**src/rtl/rob_commit_pkg.sv**
```systemverilog
// Shared definitions for the reorder buffer / commit stage.
//   TAG_W / TAG_NONE : tag width and the "no producer" tag
//   REG_W / NUM_REGS : architectural register index width and count
//   rob_entry_t      : per-slot state of the reorder buffer
//   flush_cause_e    : why the commit stage is redirecting the front end
package rob_commit_pkg;

  localparam int unsigned TAG_W    = 5;
  localparam logic [TAG_W-1:0] TAG_NONE = '0;
  localparam int unsigned REG_W    = 5;
  localparam int unsigned NUM_REGS = 32;

  typedef struct packed {
    logic             busy;
    logic             ready;
    logic [REG_W-1:0] rd;
    logic [31:0]      value;
    logic             is_br;
    logic             pred;
    logic             taken;
    logic [31:0]      target;
    logic [31:0]      pc;
  } rob_entry_t;

  typedef enum logic [0:0] {
    FLUSH_NONE       = 1'b0,
    FLUSH_MISPREDICT = 1'b1
  } flush_cause_e;

endpackage

```
**src/rtl/rob_lastwriter.sv**
```systemverilog
// Last-writer table: for every architectural register, the tag of the
// youngest in-flight instruction that writes it.
//   clk_i, rst_ni            : clock, async active-low reset
//   set_i/set_rd_i/set_tag_i : record a newly renamed writer (accepted issue)
//   clr_i/clr_rd_i/clr_tag_i : register write being committed by tag clr_tag_i
//   flush_i                  : invalidate the whole table
//   modify_entry_o           : tag the register file should keep as producer
//                              after the commit (0 = value is now final)
module rob_lastwriter
  import rob_commit_pkg::*;
(
  input  logic             clk_i,
  input  logic             rst_ni,
  input  logic             set_i,
  input  logic [REG_W-1:0] set_rd_i,
  input  logic [TAG_W-1:0] set_tag_i,
  input  logic             clr_i,
  input  logic [REG_W-1:0] clr_rd_i,
  input  logic [TAG_W-1:0] clr_tag_i,
  input  logic             flush_i,
  output logic [TAG_W-1:0] modify_entry_o
);

  logic [TAG_W-1:0]    lw_tag_q [NUM_REGS];
  logic [NUM_REGS-1:0] lw_valid_q;

  logic same_cycle, still_last, clear_now;

  // A same-cycle rename of the committed register makes the new issue the
  // youngest writer, regardless of what the table currently holds.
  assign same_cycle = set_i && (set_rd_i == clr_rd_i);
  assign still_last = lw_valid_q[clr_rd_i] && (lw_tag_q[clr_rd_i] == clr_tag_i);
  assign clear_now  = clr_i && !same_cycle && still_last;

  always_comb begin
    modify_entry_o = TAG_NONE;
    if (clr_i) begin
      if (same_cycle)               modify_entry_o = set_tag_i;
      else if (still_last)          modify_entry_o = TAG_NONE;
      else if (lw_valid_q[clr_rd_i]) modify_entry_o = lw_tag_q[clr_rd_i];
    end
  end

  always_ff @(posedge clk_i or negedge rst_ni) begin
    if (!rst_ni) begin
      lw_valid_q <= '0;
      for (int i = 0; i < NUM_REGS; i++) lw_tag_q[i] <= TAG_NONE;
    end else if (flush_i) begin
      lw_valid_q <= '0;
    end else begin
      if (clear_now) lw_valid_q[clr_rd_i] <= 1'b0;
      if (set_i) begin
        lw_tag_q[set_rd_i]   <= set_tag_i;
        lw_valid_q[set_rd_i] <= 1'b1;
      end
    end
  end

endmodule

```
**src/rtl/rob_commit.sv**
```systemverilog
// Reorder buffer with in-order commit.
//   clk_in, rst_n_in, rdy_in         : clock, async active-low reset, global stall (low)
//   issue_*, full, issue_tag         : dispatch side; tag = slot + 1
//   reorder, reorder_entry/rd        : rename write into the register file
//   cdb_*                            : result / branch outcome broadcast
//   query_tag/ready/value            : operand forwarding lookup (with CDB bypass)
//   modify, modify_entry/index/value : commit write into the register file
//   flush_out, flush_pc              : redirect on committed mispredict
// All outputs are combinational from registered state and current inputs.
module rob_commit
  import rob_commit_pkg::*;
#(
  parameter int unsigned DEPTH = 16
) (
  input  logic             clk_in,
  input  logic             rst_n_in,
  input  logic             rdy_in,
  input  logic             issue_valid,
  input  logic [REG_W-1:0] issue_rd,
  input  logic             issue_is_br,
  input  logic             issue_pred_taken,
  input  logic [31:0]      issue_pc,
  output logic             full,
  output logic [TAG_W-1:0] issue_tag,
  output logic             reorder,
  output logic [TAG_W-1:0] reorder_entry,
  output logic [REG_W-1:0] reorder_rd,
  input  logic             cdb_valid,
  input  logic [TAG_W-1:0] cdb_tag,
  input  logic [31:0]      cdb_value,
  input  logic             cdb_taken,
  input  logic [31:0]      cdb_target,
  input  logic [TAG_W-1:0] query_tag,
  output logic             query_ready,
  output logic [31:0]      query_value,
  output logic             modify,
  output logic [TAG_W-1:0] modify_entry,
  output logic [REG_W-1:0] modify_index,
  output logic [31:0]      modify_value,
  output logic             flush_out,
  output logic [31:0]      flush_pc
);

  localparam int unsigned PTR_W = (DEPTH > 1) ? $clog2(DEPTH) : 1;
  localparam int unsigned CNT_W = $clog2(DEPTH + 1);

  rob_entry_t       ent_q [DEPTH];
  rob_entry_t       ent_d [DEPTH];
  logic [PTR_W-1:0] head_q, tail_q, head_d, tail_d;
  logic [CNT_W-1:0] count_q, count_d;

  rob_entry_t   head_e;
  logic         commit, accept, do_modify, mispred;
  flush_cause_e flush_cause;
  logic [TAG_W-1:0] head_tag, lw_entry;

  assign head_e   = ent_q[head_q];
  assign head_tag = TAG_W'(head_q) + TAG_W'(1);

  assign full      = (count_q == CNT_W'(DEPTH));
  assign issue_tag = TAG_W'(tail_q) + TAG_W'(1);

  // Commit and its consequences
  assign commit      = rdy_in && head_e.busy && head_e.ready;
  assign do_modify   = commit && !head_e.is_br && (head_e.rd != '0);
  assign mispred     = commit && head_e.is_br && (head_e.taken != head_e.pred);
  assign flush_cause = mispred ? FLUSH_MISPREDICT : FLUSH_NONE;
  assign flush_out   = (flush_cause != FLUSH_NONE);
  assign flush_pc    = !flush_out   ? 32'd0 :
                       head_e.taken ? head_e.target : head_e.pc + 32'd4;

  // An issue landing in the flush cycle belongs to the wrong path.
  assign accept = issue_valid && !full && rdy_in && !flush_out;

  assign reorder       = accept && (issue_rd != '0);
  assign reorder_entry = reorder ? issue_tag : TAG_NONE;
  assign reorder_rd    = reorder ? issue_rd  : '0;

  assign modify       = do_modify;
  assign modify_entry = do_modify ? lw_entry     : TAG_NONE;
  assign modify_index = do_modify ? head_e.rd    : '0;
  assign modify_value = do_modify ? head_e.value : 32'd0;

  rob_lastwriter u_lw (
    .clk_i          (clk_in),
    .rst_ni         (rst_n_in),
    .set_i          (reorder),
    .set_rd_i       (issue_rd),
    .set_tag_i      (issue_tag),
    .clr_i          (do_modify),
    .clr_rd_i       (head_e.rd),
    .clr_tag_i      (head_tag),
    .flush_i        (flush_out),
    .modify_entry_o (lw_entry)
  );

  // Forwarding: a same-cycle CDB hit wins over the stored value.
  always_comb begin
    query_ready = 1'b0;
    query_value = 32'd0;
    for (int i = 0; i < DEPTH; i++) begin
      if (query_tag == TAG_W'(i + 1) && ent_q[i].busy) begin
        if (cdb_valid && cdb_tag == query_tag) begin
          query_ready = 1'b1;
          query_value = cdb_value;
        end else if (ent_q[i].ready) begin
          query_ready = 1'b1;
          query_value = ent_q[i].value;
        end
      end
    end
  end

  // Next state of the entry array and pointers (before rdy/flush gating).
  always_comb begin
    for (int i = 0; i < DEPTH; i++) begin
      ent_d[i] = ent_q[i];
      if (cdb_valid && cdb_tag == TAG_W'(i + 1) && ent_q[i].busy) begin
        ent_d[i].ready  = 1'b1;
        ent_d[i].value  = cdb_value;
        ent_d[i].taken  = cdb_taken;
        ent_d[i].target = cdb_target;
      end
    end
    if (commit) begin
      ent_d[head_q].busy  = 1'b0;
      ent_d[head_q].ready = 1'b0;
    end
    if (accept) begin
      ent_d[tail_q] = '{busy: 1'b1, ready: 1'b0, rd: issue_rd, value: 32'd0,
                        is_br: issue_is_br, pred: issue_pred_taken, taken: 1'b0,
                        target: 32'd0, pc: issue_pc};
    end

    head_d = head_q;
    if (commit) head_d = (head_q == PTR_W'(DEPTH - 1)) ? '0 : head_q + PTR_W'(1);
    tail_d = tail_q;
    if (accept) tail_d = (tail_q == PTR_W'(DEPTH - 1)) ? '0 : tail_q + PTR_W'(1);

    count_d = count_q;
    if (accept && !commit)      count_d = count_q + CNT_W'(1);
    else if (!accept && commit) count_d = count_q - CNT_W'(1);
  end

  always_ff @(posedge clk_in or negedge rst_n_in) begin
    if (!rst_n_in) begin
      head_q  <= '0;
      tail_q  <= '0;
      count_q <= '0;
      for (int i = 0; i < DEPTH; i++) ent_q[i] <= '0;
    end else if (rdy_in) begin
      if (flush_out) begin
        head_q  <= '0;
        tail_q  <= '0;
        count_q <= '0;
        for (int i = 0; i < DEPTH; i++) ent_q[i] <= '0;
      end else begin
        head_q  <= head_d;
        tail_q  <= tail_d;
        count_q <= count_d;
        for (int i = 0; i < DEPTH; i++) ent_q[i] <= ent_d[i];
      end
    end
  end

endmodule

```
**config.mk**
```make
export PLATFORM = sky130hd
export DESIGN_NAME = rob_commit
export DESIGN_NICKNAME = d
export VERILOG_FILES = /design/src/rtl/rob_commit_pkg.sv /design/src/rtl/rob_lastwriter.sv /design/src/rtl/rob_commit.sv
export SDC_FILE = /design/constraint.sdc
export NUM_CORES = 2
export LEC_CHECK = 0
export CAP_MARGIN = 20
export CORE_UTILIZATION = 55
export CTS_BUF_LIST = sky130_fd_sc_hd__clkbuf_8
export CTS_CLUSTER_SIZE = 30
export DETAILED_ROUTE_END_ITERATION = 6
export PLACE_DENSITY = 0.7
export SYNTH_ARGS = -nofsm -noshare
export SYNTH_HDL_FRONTEND = slang
export SYNTH_SLANG_ARGS = --single-unit
```
**constraint.sdc**
```tcl
create_clock -name clk_in -period 10.9 [get_ports clk_in]
set_clock_uncertainty 0.1 [all_clocks]
set_input_delay 1.635 -clock clk_in [delete_from_list [all_inputs] [get_ports clk_in]]
set_output_delay 1.635 -clock clk_in [all_outputs]
set_load 0.01 [all_outputs]
```
==> impl.org <==
** Run status
- Run status :: complete, but fails checks
- Violated checks :: DRC

** Routing
- The count of nets left with antenna violations once routing finished came out at 0.
- Total Wirelength :: 362 mm
- The first detailed-routing pass took 7 iterations.
- After detailed routing, the number of remaining DRC violations is 34.
- WL/cell :: 35.5 µm
- Vias/cell :: 7.72
- Across all layers, the routed design uses 78.7k vias.
- The detailed router finished its first iteration with 12.1k violations.

** Floorplanning
- Area of the die :: 173000 µm²
- The die is 416 µm wide.
- Area of the core :: 170000 µm²
- In this run the core area contains 151 standard-cell rows.
- Starting utilization of the core area :: 55.6%
- Ports placed on the boundary :: 245
- Die Span Y :: 416 µm

** Placement
- The placed instances occupy a cell area of 98000 µm².
- Half-perimeter wire length after detailed placement :: 195 mm
- Number of input and output port buffers inserted :: 244
- GPL Wtd Cong :: 0.990

** Timing
- Based on the critical path, the design can be clocked at up to 109 MHz.
- Headroom to the max-slew limit came out at 11.6%.
- Final period utilization :: 84.2%
- Final-report setup violation count :: 0
- Setup repair after global routing left no endpoint under its margin.
- Final hold violation count :: 0
- Final number of max-transition violations :: 0
- Tightest Pin Transition :: 1330 ps
- After routing, the total negative slack on setup checks comes to 0 ps.
- Fin crit period :: 9170 ps

** GRT
- Pin count of the biggest net entering global routing :: 177
- Via count of the first global-routing pass :: 78.4k
- The first global-routing pass estimated 533 mm of wire.
- Total track usage :: 41.6%
- Summed over all layers, the global routing overflow is 0.
- The number of antenna violations at the first check in global routing is 44.

** Clock tree
- Clock tree synthesis selected as its root buffer the cell sky130_fd_sc_hd__clkbuf_8.
- Register clock-pin slew on the reported worst setup and hold paths :: 60 ps
- Hold buffers post-CTS :: 0
- Clock sink count :: 1901
- Maximum clock insertion buffer count :: 4
- TritonCTS created 329 clock buffers.
- CTS built an H-tree with a depth of 5.
- After clock tree synthesis, the setup repair step added 0 buffers.
- TritonCTS clock tree :: built
- Resize count post-CTS :: 0
- For the worst-skew pair, the clock arrives at the later sink with an insertion delay of 1060 ps.

** Logic synthesis
- By area the synthesized netlist is led by sky130_fd_sc_hd__dfrtp_1 (50%), sky130_fd_sc_hd__a22o_1 (15%), sky130_fd_sc_hd__mux4_2 (12%).
- The biggest area contributor in the post-synthesis netlist is sky130_fd_sc_hd__dfrtp_1.
- By count the netlist is led by sky130_fd_sc_hd__dfrtp_1 (1901), sky130_fd_sc_hd__a22o_1 (1615), sky130_fd_sc_hd__clkbuf_1 (713), sky130_fd_sc_hd__nand2_1 (588), sky130_fd_sc_hd__mux4_2 (508).
- Number of flip-flops and latches in the synthesized netlist :: 1901
- The most used flip-flop cell after synthesis is sky130_fd_sc_hd__dfrtp_1.
- Number of different library cells in the post-synthesis netlist :: 77
- Post-synthesis async set-or-reset flop share :: 100%
- Netlist Area Pre-Place :: 94400 µm²
- Post-synthesis cell count :: 7978
- The share of the Yosys chip area taken by registers is 50.4%.
- Count of flip-flops with a built-in enable after synthesis :: 0
- Synth Warn # :: 0
- Synthesis produced a netlist with a net count of 8110.
- Each instance of the synthesized netlist takes up on average 11.8 µm².
- sky130_fd_sc_hd__dfrtp_1 is the most common cell in the netlist.
- Fraction of post-synthesis cell area in the top cell type by area :: 50.4%

** Worst setup path
- The critical path in this run is classified as register to output pin.
- Category of the worst setup path capture point :: output pin
- Required time worst endpoint :: 9170 ps
- In this run the register-to-register setup slack is 3220 ps.
- The worst register-to-register path begins at head_q[0]$_DFFE_PN0P_.
- The worst register-to-register path ends at ent_q[1420]$_DFFE_PN0P_.
- For the worst flop-to-flop path, the logic depth is 14.
- Crit path arrival time :: 7440 ps
- Along the worst path, the maximum fanout reaches 110.
- The worst setup path is launched from a register.

** Power and ir drop
- Sequential cells burn 42.4% of the power.
- Across the VDD grid, the largest voltage drop is 214 µV.
- Net switching power :: 7.86 mW
- Internal portion of total power :: 15.4 mW
- In this run switching power makes up 33.9% of total power.
- Final Total Pwr :: 23.2 mW
- Share of power burned in combinational logic :: 29.4%
- The analysis attributes to cell leakage a power of 46.5 nW.
- The clock network accounts for 28.2% of the total power.
- In this run the power density over the cells is 222 nW/µm².

** Final layout
- Fill cell total of the finished layout :: 13.0k
- Fraction of layout cells with a size suffix above 1 :: 17.2%
- Total number of nets in the final design :: 7856
- Final Cell Area :: 105000 µm²
- Multi-input gate area in the final layout :: 43300 µm²
- Post-synthesis to final-layout area growth :: 10.7%
- The sequential cells in the finished layout cover a total of 47600 µm².

** Min path
- Hold depth :: 0
- In this run the most critical hold path is launched from u_lw.lw_tag_q[159]$_DFFE_PN0P_.
- For hold timing, the worst endpoint is u_lw.lw_tag_q[159]$_DFFE_PN0P_.
- Class of the most critical hold timing path :: register to register

** Run
- Across the run, the number of max-cap violations was 0.
[state kept, by name, indices dropped and copies added, names as in the netlist]
signal,count
count_q,5
head_q,4
tail_q,4
ent_q,1696
u_lw.lw_tag_q,160
u_lw.lw_valid_q,32
[power groups by stage]
stage	registers (mW)	logic, mW	clock network (mW)
3_3_place_gp	9.81	6.53	0
5_1_grt	10.0	7.16	6.86
6_report	9.85	6.82	6.54
2_1_floorplan	9.48	4.93	0
3_5_place_dp	9.88	6.67	0
4_1_cts	9.79	6.69	6.55
[kinds of logic after synthesis]
group                      after synthesis  share of synthesized area [%]
adders and majority gates               13                          0.180
DFF                                   1901                           50.4
buffers and inverters                 1064                           4.60
muxes                                  678                           14.2
xor gates and xnor gates                47                          0.444
AOI/OAI and AO/OA                     2837                           22.9
and+or+nand+nor                       1438                           7.33
[cell usage in the layout, fill, tap and decap left out, types with 57 or more instances in the layout]
master and instances:
sky130_fd_sc_hd__nand3_1 142, sky130_fd_sc_hd__nor2_1 236, sky130_fd_sc_hd__o21ai_0 378, sky130_fd_sc_hd__a21oi_1 279, sky130_fd_sc_hd__buf_4 167, sky130_fd_sc_hd__or3_1 57, sky130_fd_sc_hd__a22oi_1 79, sky130_fd_sc_hd__mux2i_1 112
sky130_fd_sc_hd__clkbuf_8 405, sky130_fd_sc_hd__dfrtp_1 1898, sky130_fd_sc_hd__nand2_1 575, sky130_fd_sc_hd__clkdlybuf4s50_1 242, sky130_fd_sc_hd__mux4_2 508, sky130_fd_sc_hd__o22ai_1 166, sky130_fd_sc_hd__a22o_1 1615, sky130_fd_sc_hd__inv_1 145
sky130_fd_sc_hd__and3_1 113
[area by class of cell]
cell class	instances	share of cell area, %
flip-flops and latches	1901	45.5
multi-input cells	5013	41.5
clock buffers	405	5.33
repair buffers	436	3.99
well taps	2218	2.66
clock inverters	144	0.776
inverters	43	0.162
diodes	31	0.0742
[layer usage]
layer,vias up,GRT usage [%],wire length [µm]
met4,46,27.1,28000
li1,30300,-,-
met5,-,0.0556,346
met1,39700,53.4,126000
met3,1785,17.4,56500
met2,6864,57.7,151000
[worst max-delay path, cell delays in order, from the launching register on]
cell	delay (ps)
sky130_fd_sc_hd__dfrtp_4	780
sky130_fd_sc_hd__buf_12	650
sky130_fd_sc_hd__buf_4	510
sky130_fd_sc_hd__mux4_2	570
sky130_fd_sc_hd__mux4_2	580
sky130_fd_sc_hd__xor2_1	210
sky130_fd_sc_hd__nand4_1	210
sky130_fd_sc_hd__buf_12	310
sky130_fd_sc_hd__inv_2	110
sky130_fd_sc_hd__buf_4	590
sky130_fd_sc_hd__o21ai_0	200
sky130_fd_sc_hd__a21oi_1	690
sky130_fd_sc_hd__clkdlybuf4s50_1	680
[worst max path at each step]
stage                     depth (start not counted)             startpoint  slack (ps)              end
after floorplan                                  15           query_tag[2]        4840   query_value[0]
after global placement                           13           query_tag[1]        2540   query_value[7]
after detailed placement                         13           query_tag[1]        2440   query_value[7]
after CTS                                        12  head_q[1]$_DFFE_PN0P_        1880  modify_entry[0]
after global routing                             12  head_q[0]$_DFFE_PN0P_        1440     flush_pc[28]
final                                            12  head_q[0]$_DFFE_PN0P_        1730     flush_pc[28]
[stage by stage]
step           utilization [%]  cells  hold slack [ps]  setup WS, ps
6_report                  61.5  10200              291          1730
4_1_cts                   61.4  10200              286          1880
2_1_floorplan                -   7978              328          4840
3_5_place_dp              57.7   9605              271          2440
3_3_place_gp              57.7   9605              265          2540
5_1_grt                   61.5  10200              292          1440
Power figures use the tool's default switching activity.
